File: src/rtl/instr_fetch.sv
// Instruction fetch unit: owns the PC, drives byte addresses into a 1-cycle synchronous
// instruction memory and presents each returned word with its PC to decode.
module instr_fetch #(
    parameter int          ARCH      = 32,
    parameter int          RAM_DEPTH = 4096,
    parameter logic [31:0] RESET_PC  = 32'd0
) (
    input  logic                         clk,
    input  logic                         rst,
    input  logic                         stall_in,
    input  logic                         branch_taken_in,
    input  logic [$clog2(RAM_DEPTH)-1:0] branch_target_in,
    output logic [$clog2(RAM_DEPTH)-1:0] instr_addr_byte_out,
    input  logic [ARCH-1:0]              instr_data_in,
    output logic                         instr_valid_out,
    output logic [ARCH-1:0]              instr_out,
    output logic [$clog2(RAM_DEPTH)-1:0] pc_out,
    output logic                         misalign_err_out
);

    localparam int                ADDR_W     = $clog2(RAM_DEPTH);
    localparam logic [ADDR_W-1:0] RESET_ADDR = RESET_PC[ADDR_W-1:0];
    localparam logic [ADDR_W-1:0] PC_STEP    = ADDR_W'(4);

    typedef enum logic [0:0] {
        S_FILL = 1'b0,
        S_RUN  = 1'b1
    } state_t;

    state_t            state_r;
    logic [ADDR_W-1:0] fetch_pc_r;
    logic [ADDR_W-1:0] inflight_pc_r;
    logic              misalign_r;
    logic              run_s;

    assign run_s     = (state_r == S_RUN);
    assign instr_out = instr_data_in;

    // PC sequencing: a redirect beats a stall; a stall freezes both PCs so the held word is re-read.
    always_ff @(posedge clk) begin
        if (rst) begin
            state_r       <= S_FILL;
            fetch_pc_r    <= RESET_ADDR;
            inflight_pc_r <= RESET_ADDR;
            misalign_r    <= 1'b0;
        end else if (branch_taken_in) begin
            state_r    <= S_FILL;
            fetch_pc_r <= {branch_target_in[ADDR_W-1:2], 2'b00};
            misalign_r <= |branch_target_in[1:0];
        end else begin
            misalign_r <= 1'b0;
            case (state_r)
                S_FILL: begin
                    inflight_pc_r <= fetch_pc_r;
                    fetch_pc_r    <= fetch_pc_r + PC_STEP;
                    state_r       <= S_RUN;
                end
                S_RUN: begin
                    if (!stall_in) begin
                        inflight_pc_r <= fetch_pc_r;
                        fetch_pc_r    <= fetch_pc_r + PC_STEP;
                    end else begin
                        inflight_pc_r <= inflight_pc_r;
                        fetch_pc_r    <= fetch_pc_r;
                    end
                end
                default: begin
                    state_r <= S_FILL;
                end
            endcase
        end
    end

    // Output view: reset forces the idle picture immediately, otherwise state-driven address mux.
    always_comb begin
        instr_valid_out     = 1'b0;
        pc_out              = RESET_ADDR;
        instr_addr_byte_out = RESET_ADDR;
        misalign_err_out    = 1'b0;
        if (rst) begin
            instr_valid_out     = 1'b0;
            pc_out              = RESET_ADDR;
            instr_addr_byte_out = RESET_ADDR;
            misalign_err_out    = 1'b0;
        end else begin
            instr_valid_out  = run_s;
            pc_out           = inflight_pc_r;
            misalign_err_out = misalign_r;
            if (run_s && stall_in && !branch_taken_in) begin
                instr_addr_byte_out = inflight_pc_r;
            end else begin
                instr_addr_byte_out = fetch_pc_r;
            end
        end
    end

endmodule
File: config.mk
export PLATFORM = sky130hd
export DESIGN_NAME = instr_fetch
export DESIGN_NICKNAME = d
export VERILOG_FILES = /design/src/rtl/instr_fetch.sv
export SDC_FILE = /design/constraint.sdc
export NUM_CORES = 1
export LEC_CHECK = 0
export CORE_MARGIN = 1
export CORE_UTILIZATION = 37
export DETAILED_ROUTE_END_ITERATION = 6
export HOLD_SLACK_MARGIN = 0.05
export PLACE_DENSITY = 0.95
export SETUP_SLACK_MARGIN = 0.05
export SYNTH_ARGS = -nofsm -noshare
export SYNTH_HDL_FRONTEND = slang
export SYNTH_SLANG_ARGS = --single-unit
File: constraint.sdc
create_clock -name clk -period 4.19 [get_ports clk]
set_clock_uncertainty 0.2 [all_clocks]
set_input_delay 0.838 -clock clk [delete_from_list [all_inputs] [get_ports clk]]
set_output_delay 0.838 -clock clk [all_outputs]
set_load 0.05 [all_outputs]
==> flow_summary.yaml, run 1 <==
drt:
  viasPerCell: 5.00
  routed_wl_microns: 2900
  num_vias: 1121
  drtIter0Drc: 44
  drt_pass1_iterations: 4
  ant_nets: 0
  wl_per_cell_microns: 13.0
  drc_errors: 0
timing:
  post-route-period-util: 0.834
  fin_hold_ws_ps: 380
  rsz0062_at_grt: "no"
  clock.fmax_ghz: 0.286
  hold_viol: 0
  finalSetupTns_ps: 0
  maxSlewViolCount: 0
  finalSetupViolations: 0
  fin_crit_ps: 3500
synth:
  yosys.area_share.simple: 0.201
  synth_area_leaders: "dfxtp_1 (31%), buf_4 (19%), nand2_1 (7.4%)"
  avgSynthCellArea_sq_um: 8.23
  synth.area.mux_share: 0.0255
  ys_seq_elements: 22
  synth_top_area_frac: 0.309
  ys_types: 34
  synth_compound_area_frac: 0.189
  ys_seq_area_frac: 0.309
  yosysWarnings: 0
  syn-cell-area_sq_um: 1420
  synth_fa_ha_area_frac: 0.00879
  ys_async_sr_fraction: 0
  yosysTopAreaCell: "dfxtp_1"
  synth_top_family_by_area: "buffers and inverters"
  synth_xor_xnor_area_share: 0.0492
  synth_edf_count: 0
  syn_inst: 173
  synth_flop_cell: "dfxtp_1"
setup_path:
  r2r_start: "run_s"
  cp.depth: 6
  cpMaxStageDelayCell: "clkdlybuf4s50_1"
  ff2ff_path_depth: 4
  critPathArrivalTime_ps: 2460
  critPathKind: "input pin to output pin"
  crit_fanout: 16
  cp-start-kind: "input pin"
  crit_buf_inv: 3
  worstPathRequired_ps: 3150
  slowest_delay_ps: 520
  critPathLaunch: "branch_taken_in"
  cp_cell_sequence: "clkdlybuf4s50_1, inv_2, nand3_1, nand2_1, a21oi_1, buf_4"
  ff2ff_setup_slack_ps: 2470
  critPathTopFamily: "buffers and inverters"
  worstSetupEndpointType: "output pin"
job:
  cap_violations: 0
clock_tree:
  cts.sinks: 22
  htreeDepth: 1
  ctsResizeCount: 0
  cts_setup_buffers: 0
  cts.clk_slew.worst_paths_ps: 80
  cts_tree: "yes"
  clk_latency_ps: 260
  hold_buffers: 0
  clockRootBuffer: "clkbuf_8"
  cts_buffer_depth: 2
  numCtsBuffers: 3
placement:
  dp_hpwl_microns: 2120
  portBuffers: 37
  place_inst: 220
  globalplace.congestion: 0.810
global_routing:
  grt_pass1_vias: 1078
  grt_pass1_wl_microns: 4880
  grt_max_degree: 34
  grt_antenna_before_repair: 0
  grt_overflow: 0
  grt_use_total: 0.148
die:
  die_w_microns: 64.0
  initial_utilization: 0.386
  num_rows: 22
  ios: 106
  core-area_sq_um: 3690
  die_area_sq_um: 4100
  dieHeight_microns: 64.0
finish:
  insertedDiodeCount: 0
  drive_gt1_frac: 0.210
  stdcell_count: 224
  nets: 226
  final.fill_count: 362
  area_growth_pct: 10.6
  fin_util: 0.427
run_status:
  status: "finished clean"
worst_hold_path:
  hold_start: "fetch_pc_r[10]"
  whs_path_depth: 1
  hp-class: "flop to flop"
power_and_ir_drop:
  ir_drop_v: 0.000192
  leakagePower_uw: 0.000670
  power.density_nw_per_um2: 338
==> cells by family after synthesis <==
logic type      Yosys count
compound gates           34
xor+xnor                  8
fa+ha+maj                 1
buf+inv                  44
flops                    22
mux                       3
other cells               1
simple gates             60
==> routing by layer <==
layer | routed length [microns] | share of wire | vias to the layer above | GRT usage
li1 | - | - | 552 | -
met5 | 0 | 0 | - | 0
met1 | 1400 | 0.48 | 524 | 0.198
met2 | 1320 | 0.46 | 39 | 0.233
met4 | 27 | 0.0093 | 0 | 0.0625
met3 | 155 | 0.053 | 6 | 0.0232
==> through the flow <==
step                      instance area [sq um]  setup slack (ps)  total power [uW]
after CTS                                  1580               679               535
final                                      1580               694               532
after global routing                       1580               573               554
after global placement                     1520               724               383
after detailed placement                   1520               701               386
after floorplan                            1440              1100               425
==> cells in the mapped netlist (2+ instances only) <==
cell type and number:
buf_4 36, nand2_1 28, dfxtp_1 22, a21oi_1 13, nor2b_1 12, o22a_1 10
nor2_1 7, xor2_1 6, nand3_1 5, buf_2 4, a211oi_2 3, clkbuf_1 2
nand4_1 2, nor2_2 2, xnor2_1 2
==> registers in the layout, indices dropped and copies added (netlist names) <==
signal / cells
run_s: 1
misalign_r: 1
inflight_pc_r: 10
fetch_pc_r: 10
==> layout by cell type, fill, tap and decap left out, types with 2 or more instances in the layout <==
| cell type | synthesis | routed |
|---|---|---|
| nand2_1 | 28 | 28 |
| nor2_1 | 7 | 7 |
| conb_1 | 1 | 4 |
| clkdlybuf4s50_1 | 0 | 15 |
| xnor2_1 | 2 | 2 |
| nand3_1 | 5 | 5 |
| nor2_2 | 2 | 2 |
| nand4_1 | 2 | 2 |
| buf_4 | 36 | 23 |
| clkbuf_8 | 0 | 4 |
| xor2_1 | 6 | 6 |
| o22a_1 | 10 | 10 |
| dfxtp_1 | 22 | 22 |
| a21oi_1 | 13 | 13 |
| nor2b_1 | 12 | 12 |
| a211oi_2 | 3 | 3 |
==> final cells by class <==
class / count / area, sq um / area share
Clock buffer: 4 / 55.1 / 0.0349
Inverter: 2 / 7.51 / 0.00477
Multi-Input combinational cell: 110 / 689 / 0.438
Sequential cell: 22 / 440 / 0.280
Tap cell: 48 / 60.1 / 0.0381
Timing Repair Buffer: 38 / 323 / 0.205
==> final timing paths <==
path | end
worst max-delay path | instr_addr_byte_out[10]
worst min-delay path | inflight_pc_r[10]
worst max register to register | inflight_pc_r[6]
worst min register to register | inflight_pc_r[10]
==> power breakdown <==
part | total [uW] | leakage (uW) | switching, uW | internal [uW]
clock | 151 | 0.0000288 | 66.9 | 83.6
sequential | 243 | 0.000183 | 16.8 | 226
combinational | 138 | 0.000458 | 85.8 | 52.7
total | 532 | 0.000670 | 169 | 362
==> worst register-to-register path: cells and delay by family (launching register included) <==
kind            cells  cell delay [ps]
flops               1              370
compound gates      1              220
simple gates        3              880
Note: power is estimated with default switching activity, not from simulation.
==> run 2: changes to the inputs <==
--- a/config.mk
+++ b/config.mk
@@ -6,10 +6,10 @@
 export NUM_CORES = 1
 export LEC_CHECK = 0
 export CORE_MARGIN = 1
-export CORE_UTILIZATION = 37
+export CORE_UTILIZATION = 34
 export DETAILED_ROUTE_END_ITERATION = 6
 export HOLD_SLACK_MARGIN = 0.05
-export PLACE_DENSITY = 0.95
+export PLACE_DENSITY = 0.9
 export SETUP_SLACK_MARGIN = 0.05
 export SYNTH_ARGS = -nofsm -noshare
 export SYNTH_HDL_FRONTEND = slang
==> constraint.sdc (replaced) <==
create_clock -name clk -period 3.6 [get_ports clk]
set_clock_uncertainty 0.2 [all_clocks]
set_input_delay 0.72 -clock clk [delete_from_list [all_inputs] [get_ports clk]]
set_output_delay 0.72 -clock clk [all_outputs]
set_load 0.05 [all_outputs]
==> run 2 against run 1 <==
Against the previous run:
- flip-flop and latch count is the same
- largest cell class unchanged
- count of clock-buffer cells in the layout did not move
- combinational power is 46% higher
- register-to-register slack worse by 620 ps
- highest routed layer unchanged
==> flow_summary.yaml, run 2 (same netlist as run 1, synthesis figures left out) <==
run_status:
  status: "finished clean"
finish:
  layout_commonest_cell: "nand2_1"
  drive_gt1_frac: 0.215
  nets: 227
  final.fill_count: 358
  final_cell_mix: "nand2_1 (28), dfxtp_1 (22), buf_12 (22)"
  top_regs: "fetch_pc_r: 10 flops, inflight_pc_r: 10 flops"
  insertedDiodeCount: 0
  area_growth_pct: 30.7
worst_hold_path:
  hp-class: "flop to flop"
  whs_path_depth: 1
power_and_ir_drop:
  power.density_nw_per_um2: 356
  p_seq_frac: 0.428
  combinationalPowerShare: 0.304
  p_sw_uw: 208
  switching_share: 0.315
  leakagePower_uw: 0.000742
  internal_power_uw: 454
  power_frac_clock: 0.269
  ir_drop_v: 0.000286
placement:
  dp_hpwl_microns: 2250
  dp_slack_ps: 302
  portBuffers: 37
  globalplace.congestion: 0.799
die:
  die_w_microns: 66.7
  core-area_sq_um: 4000
  initial_utilization: 0.356
  die_area_sq_um: 4450
  num_rows: 23
  ios: 106
  dieHeight_microns: 66.7
drt:
  drc_errors: 0
  routed_wl_microns: 3150
  wl_per_cell_microns: 13.9
  num_vias: 1122
  drtIter0Drc: 42
  viasPerCell: 4.94
  ant_nets: 0
  drt_pass1_iterations: 4
global_routing:
  grt_max_degree: 34
  grt_pass1_vias: 1070
  grt_antenna_before_repair: 0
  grt_overflow: 0
  grt_use_total: 0.152
  grt_pass1_wl_microns: 5230
timing:
  fin_hold_ws_ps: 384
  timing.final.ws_setup_ps: 303
  finalSetupTns_ps: 0
  post-route-period-util: 0.916
  finalSetupViolations: 0
  clock.fmax_ghz: 0.303
  maxSlewViolCount: 0
  rsz0062_at_grt: "no"
  hold_viol: 0
  fin_crit_ps: 3300
setup_path:
  path_common_cell: "nand2_1"
  worstSetupEndpointType: "output pin"
  cpMaxStageDelayCell: "clkdlybuf4s50_1"
  critPathArrivalTime_ps: 2380
  critPathKind: "input pin to output pin"
  cp-start-kind: "input pin"
  cp_cell_sequence: "clkdlybuf4s50_1, nand2_1, nor2_2, nand2_1, a21oi_1, buf_12"
  ff2ff_path_depth: 4
  crit_fanout: 10
  slowest_delay_ps: 570
  worstPathRequired_ps: 2680
clock_tree:
  cts.clk_slew.worst_paths_ps: 80
  cts_buffer_depth: 2
  hold_buffers: 0
  htreeDepth: 1
  cts_tree: "yes"
  clk_latency_ps: 260
  clockRootBuffer: "clkbuf_8"
  cts.sinks: 22
  cts_setup_buffers: 0
  numCtsBuffers: 3
  ctsResizeCount: 0
job:
  cap_violations: 0
-- run 2: through the flow --
step | instance area (sq um) | utilization | total power (uW) | cells
final | 1860 | 0.465 | 662 | 227
after global routing | 1860 | 0.465 | 693 | 227
after CTS | 1860 | 0.465 | 665 | 227
after detailed placement | 1810 | 0.451 | 488 | 223
after global placement | 1810 | 0.451 | 485 | 223
after floorplan | 1440 | - | 495 | 176
-- run 2: area by class of cell --
type                            count  area [sq um]  area share
Tap cell                           50          62.6      0.0336
Sequential cell                    22           440       0.237
Timing Repair Buffer               39           606       0.325
Clock buffer                        4          55.1      0.0296
Inverter                            2          7.51     0.00403
Multi-Input combinational cell    110           689       0.371
-- run 2: routing by layer --
layer / up-vias / share of wire / GRT usage
li1: 551 / - / -
met4: 0 / 0.0095 / 0.0638
met3: 6 / 0.070 / 0.0377
met5: - / 0 / 0
met2: 43 / 0.47 / 0.236
met1: 522 / 0.45 / 0.197
-- run 2: final timing paths --
kind	slack, ps	end	start
worst min-delay path	380	inflight_pc_r[10]	fetch_pc_r[10]
worst max register to register	1850	inflight_pc_r[8]	run_s
worst min register to register	380	inflight_pc_r[10]	fetch_pc_r[10]
worst max-delay path	300	instr_addr_byte_out[8]	stall_in
-- run 2: power groups by stage --
stage | combinational (uW) | clock [uW] | sequential, uW
final | 201 | 178 | 283
after global routing | 213 | 195 | 285
after CTS | 202 | 180 | 282
after detailed placement | 201 | 0 | 287
after global placement | 199 | 0 | 286
after floorplan | 215 | 0 | 280
-- run 2: critical path, delay by kind of cell --
kind,cells,cell delay (ps)
and+or+nand+nor,3,640
buffers and inverters,2,750
AOI/OAI and AO/OA,1,270
